`src/rtl/score_tracker.sv`:
```
// Reaction-time score tracker: last/best/round count, new-best LED hold, 4-digit BCD view mux.
// Optional history register file enabled by defining SCORE_HISTORY_EN.
module score_tracker #(
  parameter int HOLD_CYCLES = 50000000,
  parameter int HIST_DEPTH  = 4
) (
  input  logic       clk,
  input  logic       rst_n,
  input  logic       done,
  input  logic [3:0] score_a,
  input  logic [3:0] score_b,
  input  logic [3:0] score_c,
  input  logic [3:0] score_d,
  input  logic       clear,
  input  logic [2:0] view,
  output logic       busy,
  output logic       err,
  output logic       best_valid,
  output logic       new_best,
  output logic [7:0] rounds,
  output logic [3:0] disp_a,
  output logic [3:0] disp_b,
  output logic [3:0] disp_c,
  output logic [3:0] disp_d
);

  localparam int CW = $clog2(HOLD_CYCLES + 1);

  logic          r_busy;
  logic          r_err;
  logic [15:0]   r_cap;
  logic [15:0]   r_last;
  logic [15:0]   r_best;
  logic          r_best_valid;
  logic [CW-1:0] r_nb_cnt;
  logic [7:0]    r_rounds;
  logic [15:0]   r_disp;

  logic [15:0]   w_score;
  logic          w_bad;
  logic          w_accept;
  logic          w_commit;
  logic          w_better;
  logic [7:0]    w_rounds_inc;
  logic [15:0]   w_hist_data;
  logic [15:0]   w_view_data;
  logic [$clog2(HIST_DEPTH)-1:0] w_hidx;

  assign w_score  = {score_d, score_c, score_b, score_a};
  assign w_bad    = (score_a > 4'd9) | (score_b > 4'd9) | (score_c > 4'd9) | (score_d > 4'd9);
  assign w_accept = done & ~r_busy & ~clear;
  // A rejected capture still occupies the busy cycle but never commits.
  assign w_commit = r_busy & ~r_err & ~clear;
  // Packed BCD with thousands on top orders the same as the binary value.
  assign w_better = ~r_best_valid | (r_cap < r_best);
  assign w_hidx   = view[1:0];

  always_comb begin
    w_rounds_inc = r_rounds;
    if (r_rounds == 8'h99)
      w_rounds_inc = 8'h99;
    else if (r_rounds[3:0] == 4'd9)
      w_rounds_inc = {r_rounds[7:4] + 4'd1, 4'd0};
    else
      w_rounds_inc = {r_rounds[7:4], r_rounds[3:0] + 4'd1};
  end

  always_ff @(posedge clk or negedge rst_n) begin
    if (!rst_n) begin
      r_busy       <= 1'b0;
      r_err        <= 1'b0;
      r_cap        <= '0;
      r_last       <= '0;
      r_best       <= '0;
      r_best_valid <= 1'b0;
      r_nb_cnt     <= '0;
      r_rounds     <= '0;
      r_disp       <= '0;
    end else if (clear) begin
      r_busy       <= 1'b0;
      r_err        <= 1'b0;
      r_cap        <= '0;
      r_last       <= '0;
      r_best       <= '0;
      r_best_valid <= 1'b0;
      r_nb_cnt     <= '0;
      r_rounds     <= '0;
      r_disp       <= '0;
    end else begin
      r_busy <= w_accept;
      r_err  <= w_accept & w_bad;
      if (w_accept)
        r_cap <= w_score;
      if (w_commit) begin
        r_last   <= r_cap;
        r_rounds <= w_rounds_inc;
      end
      if (w_commit && w_better) begin
        r_best       <= r_cap;
        r_best_valid <= 1'b1;
        r_nb_cnt     <= CW'(HOLD_CYCLES);
      end else if (r_nb_cnt != '0) begin
        r_nb_cnt <= r_nb_cnt - 1'b1;
      end
      r_disp <= w_view_data;
    end
  end

`ifdef SCORE_HISTORY_EN
  logic [15:0] r_hist [HIST_DEPTH];

  always_ff @(posedge clk or negedge rst_n) begin
    if (!rst_n) begin
      for (int i = 0; i < HIST_DEPTH; i++) r_hist[i] <= '0;
    end else if (clear) begin
      for (int i = 0; i < HIST_DEPTH; i++) r_hist[i] <= '0;
    end else if (w_commit) begin
      r_hist[0] <= r_cap;
      for (int i = 1; i < HIST_DEPTH; i++) r_hist[i] <= r_hist[i-1];
    end
  end

  assign w_hist_data = r_hist[w_hidx];
`else
  // Without storage only the newest entry exists, and it is the last score.
  assign w_hist_data = (w_hidx == '0) ? r_last : 16'h0000;
`endif

  always_comb begin
    w_view_data = 16'h0000;
    case (view)
      3'd0:    w_view_data = r_last;
      3'd1:    w_view_data = r_best_valid ? r_best : 16'h0000;
      3'd2:    w_view_data = {8'h00, r_rounds};
      3'd3:    w_view_data = 16'h0000;
      default: w_view_data = w_hist_data;
    endcase
  end

  assign busy       = r_busy;
  assign err        = r_err;
  assign best_valid = r_best_valid;
  assign new_best   = (r_nb_cnt != '0);
  assign rounds     = r_rounds;
  assign disp_a     = r_disp[3:0];
  assign disp_b     = r_disp[7:4];
  assign disp_c     = r_disp[11:8];
  assign disp_d     = r_disp[15:12];

endmodule

```
`config.mk`:
```
export PLATFORM = sky130hd
export DESIGN_NAME = score_tracker
export DESIGN_NICKNAME = d
export VERILOG_FILES = /design/src/rtl/score_tracker.sv
export SDC_FILE = /design/constraint.sdc
export NUM_CORES = 1
export LEC_CHECK = 0
export BUFFER_PORTS_ARGS = -buffer_cell sky130_fd_sc_hd__buf_2
export CORE_UTILIZATION = 25
export DETAILED_ROUTE_END_ITERATION = 6
export GPL_ROUTABILITY_DRIVEN = 0
export MAX_ROUTING_LAYER = met4
export PLACE_DENSITY = 0.52
export SYNTH_ARGS = -nofsm -noshare
export SYNTH_HDL_FRONTEND = slang
export SYNTH_SLANG_ARGS = --single-unit
```
`constraint.sdc`:
```
create_clock -name clk -period 2.9 [get_ports clk]
set_input_delay 0.58 -clock clk [delete_from_list [all_inputs] [get_ports clk]]
set_output_delay 0.58 -clock clk [all_outputs]
set_load 0.02 [all_outputs]
```
## Yosys cells after proc, flatten, opt, wreduce, memory -nomap -nowiden

Cells that the tools add are included.
Widths: inputs -> output; s select.

- Multiply operators: 0
- Add/sub/neg operators: 3
- Bitwise logic cells: 13
- Shift operators: 0
- Muxes and demuxes: 21
- Divide/modulo/power cells: 0
- Magnitude comparators: 5
- Equality and inequality tests: 5
- Reduce and logical (&&, ||, !) cells: 10

Operators by type and width:

| kind | count |
|---|---|
| $mux 16 | 9 |
| $mux 26 | 3 |
| $pmux 16 s4 | 1 |
| $mux 8 | 4 |
| $reduce_bool 26->1 | 1 |
| $sub 26x1->26 const B | 1 |
| $gt 4x4->1 const B | 4 |
| $lt 16x16->1 | 1 |
| $add 4x1->4 const B | 2 |
| $eq 8x8->1 const B | 1 |
| $eq 3x2->1 const B | 2 |
| $reduce_bool 2->1 | 3 |
| $reduce_bool 3->1 | 2 |
| $and 1x1->1 | 5 |
| $eq 4x4->1 const B | 1 |
| $mux 1 | 4 |
| $not 1->1 | 4 |
| $or 1x1->1 | 4 |
| $eq 3x1->1 const B | 1 |
| $logic_not 3->1 | 1 |
| $logic_not 2->1 | 1 |
| $reduce_and 2->1 | 1 |
| $logic_and 1x1->1 | 1 |

- Memories: 0
- Latch bits: 0
- Bits in writable memories: 0
- Memory bits (read-only): 0
- Logic and storage cells: 67
- Output and inout port bits: 28
- Register bits: 101

## Depth between registers and ports, before layout

- Depth after elaboration: 6
- Gate-level depth with buffers: 9

## Least setup slack after synthesis

No wires, ideal clock.

- Path kind: reg2out
- Start: reg r_nb_cnt[0]
- End: out new_best
- Path buffers: 2
- Stages on the path, launching flop included: 9
- Required time: 2.320 ns
- Arrival time: 1.874 ns
- Slack: 0.446 ns
- Path through: dfrtp_1 inv_1 ha_1 or4b_1 nor2_1 and4_1 buf_2 buf_2 inv_1

- Cells in the longest elaborated chain, start to end: 1

Ends and longest elaborated chain:

| what | RTL line | source |
|---|---|---|
| start, declared | 35 | `logic [CW-1:0] r_nb_cnt;` |
| start signal, assigned | 101 | `r_nb_cnt <= CW'(HOLD_CYCLES);` |
| start signal, assigned | 103 | `r_nb_cnt <= r_nb_cnt - 1'b1;` |
| $reduce_bool 26->1 | 143 | `assign new_best = (r_nb_cnt != '0);` |
| end, declared | 19 | `output logic new_best,` |

Every way passes these cells.

## Final worst setup path

Ends and elaborated chain as after synthesis.

==> results.json <==
{
  "firstDrtPassIters": 5,
  "cpPeakStageDelay_ps": 460,
  "p_per_area_nw_per_um2": 727,
  "diodes": 0,
  "syn-instance-count": 538,
  "reg2regPathDepth": 7,
  "die-area_um2": 21500,
  "reg2reg_slack_ps": 330,
  "synth_nets": 582,
  "crit_family": "simple AND/OR/NAND/NOR gates",
  "r2r-end": "r_best[15]",
  "cp_num_buf_inv": 3,
  "row_count": 52,
  "antenna_found_initial": 0,
  "rsz0062_at_grt": "no",
  "ir_worst_vdd_mv": 0.243,
  "cts_tree": "built",
  "crit_type": "flop to primary output",
  "critical_path_arrival_ps": 2150,
  "drive_above_1_share_pct": 16.6,
  "p_int_uw": 2900,
  "status": "completed",
  "maxCapViolCount": 0,
  "cts_root_buffer": "clkbuf_16",
  "yosysTopAreaCell": "dfrtp_1",
  "power_switching_uw": 1550,
  "syn_area_per_cell_um2": 9.72,
  "synth_area_leaders": "dfrtp_1, ha_1, a21oi_1, nand2b_1, nand2_1",
  "die_x_um": 147,
  "seqPwrFrac_pct": 39.8,
  "clk_pin_slew_ps": 70,
  "dr.first_iter.drc_count": 252,
  "finalWirelength_um": 12800,
  "ys_types": 57,
  "p_leak_uw": 0.00274,
  "critPathCaptureType": "primary output",
  "initial_utilization_pct": 25.7,
  "cp-startpoint": "r_nb_cnt[0]",
  "post_cts_buffers": 0,
  "htree_levels": 3,
  "hold_buffers": 0,
  "hpwl_um": 9200,
  "setup_viol": 0,
  "final_hold_viol_count": 0,
  "worstPathRequired_ps": 2320,
  "grt_pass1_wl_um": 21700,
  "critical_path.startpoint_type": "flop",
  "die_h_um": 147,
  "timing.hold.ws_ps": 262,
  "fillers": 2121,
  "netSwitchingFraction_pct": 34.9,
  "yosysWarnings": 0,
  "synth_edf_count": 0,
  "area_growth_pct": 17.2,
  "wl_per_cell_um": 15.0,
  "fmax_mhz": 366,
  "relSlewSlack_pct": 50.3,
  "cts_buffer_depth": 2,
  "setup-tns-final_ps": 0,
  "multi_input_area_um2": 2490,
  "drc": 0,
  "tightest_slew_ps": 727,
  "overflow": 0,
  "r2r-start": "r_cap[14]",
  "grt_pass1_vias": 3975,
  "antenna_left": 0,
  "syn_area_um2": 5230,
  "synthArstFlopShare_pct": 100,
  "fin_skew_ps": 10.1,
  "ioPinCount": 51,
  "core_area_um2": 20400,
  "synth-seq-cells": 101,
  "synth_flop_cell": "dfrtp_1",
  "seq_area_um2": 2530,
  "crit_path_cell_trace": "inv_1 > ha_1 > or4b_1 > nor2_1 > and4_1 > inv_1 > buf_2",
  "fin_crit_sh_pct": 94.3,
  "nNetsFinal": 625,
  "final_util_pct": 30.1,
  "synth_most_common_cell": "dfrtp_1",
  "avgViaCountPerCell": 4.77,
  "portBuffers": 50,
  "vias": 4080,
  "worstSkewPairLatency_ps": 350,
  "hp-class": "input pin to asynchronous set/reset pin",
  "slew_violations": 0,
  "yosysSeqAreaShare_pct": 48.3,
  "grt_start_max_net_pins": 101,
  "slowest_stage": "or4b_1",
  "cpMostUsedCell": "inv_1",
  "period_minus_slack_ps": 2730,
  "cp_max_fo": 5,
  "p_clk_share_pct": 27.4,
  "cts_sinks": 101,
  "yosysTopAreaCellShare_pct": 48.3,
  "cts_inserted_buffers": 9,
  "netlist_top_cells_count": "dfrtp_1, nand2_1, a21oi_1",
  "combPwrFrac_pct": 32.7,
  "cts.repair.resized": 0,
  "grtUsageTotal_pct": 13.3
}
[flip-flops by register name (all words and copies together), names as in the netlist, 8 cells and up]
| signal | count |
|---|---|
| r_best | 16 |
| r_cap | 16 |
| r_disp | 16 |
| r_last | 16 |
| r_nb_cnt | 26 |
| rounds | 8 |
[layout by cell type, fill, tap and decap left out, types with 2 or more instances in the layout]
cell / netlist / routed
a2111oi_0: 2 / 2
a211oi_1: 7 / 7
a21oi_1: 49 / 49
a22o_1: 16 / 16
a22oi_1: 16 / 16
and3b_1: 2 / 2
buf_12: 0 / 2
buf_2: 4 / 49
buf_4: 0 / 14
clkbuf_16: 0 / 9
dfrtp_1: 101 / 101
ha_1: 21 / 21
inv_1: 23 / 23
inv_6: 0 / 3
mux2i_1: 17 / 17
nand2_1: 50 / 50
nand2b_1: 36 / 36
nand3_1: 4 / 4
nand4_1: 6 / 6
nor2_1: 43 / 43
nor2b_1: 5 / 5
nor3_1: 13 / 13
nor4_1: 11 / 11
nor4b_1: 2 / 2
o21a_1: 5 / 5
o21ai_0: 13 / 13
o21ai_1: 2 / 2
o31a_1: 2 / 2
o31ai_1: 4 / 4
o41ai_1: 3 / 3
or2_2: 5 / 5
or3_1: 5 / 5
or4_1: 5 / 5
or4_4: 3 / 3
or4b_1: 2 / 2
xnor2_1: 7 / 7
xor2_1: 3 / 3
[power groups by stage]
stage          combinational (uW)  sequential, uW  clock (uW)
4_1_cts                      1470            1770        1280
3_3_place_gp                 1430            1790           0
5_1_grt                      1640            1810        1340
3_5_place_dp                 1460            1790           0
6_report                     1460            1770        1220
2_1_floorplan                1110            1750           0
[worst reg2reg max path, cell delays in order, from the launching register on]
cell and delay, ps:
dfrtp_1 420, ha_1 340, a21oi_1 160, a21boi_0 110
a2111oi_0 660, o2bb2ai_2 280, buf_4 320, mux2i_1 150
[per-stage QoR]
step	setup slack [ps]	total power, uW	std cells	instance area [um2]
final	166	4450	855	6130
after detailed placement	377	3250	840	5830
after floorplan	446	2860	538	5230
after global placement	445	3220	840	5830
after global routing	24.4	4780	855	6130
after CTS	129	4520	855	6130
[kinds of logic (layout without fill, tap and decap cells)]
family,count (synthesis),after routing,share of synthesized area (%)
AND/OR/NAND/NOR,204,204,21.2
AO/OA/AOI/OAI,129,129,16.2
flip-flops,101,101,48.3
buffers and inverters,56,103,4.26
adder cells (fa/ha/maj),21,21,5.03
multiplexers,17,17,3.26
XOR/XNOR,10,10,1.68
[worst max path at each step]
stage / to / slack (ps) / cells after the start
2_1_floorplan: new_best / 450 / 8
3_3_place_gp: r_best[2] / 440 / 7
3_5_place_dp: r_best[14] / 380 / 7
4_1_cts: new_best / 130 / 7
5_1_grt: new_best / 20 / 7
6_report: new_best / 170 / 7
[area by class of cell]
class / instances / area share [%]
clock buffers: 9 / 3.68
clock inverters: 6 / 1.14
inverters: 23 / 1.41
multi-input cells: 381 / 40.6
flip-flops and latches: 101 / 41.3
well taps: 270 / 5.51
repair buffers: 65 / 6.37
[per-layer routing]
layer	vias up	track usage (%)	part of all wire, %	routed length (um)
met5	-	-	0	0
met4	0	3.70	1.2	155
met3	10	3.28	4.9	635
met2	103	19.6	46	5840
met1	1969	17.9	48	6200
li1	1998	-	-	-
(Power assumes the default switching activity.)
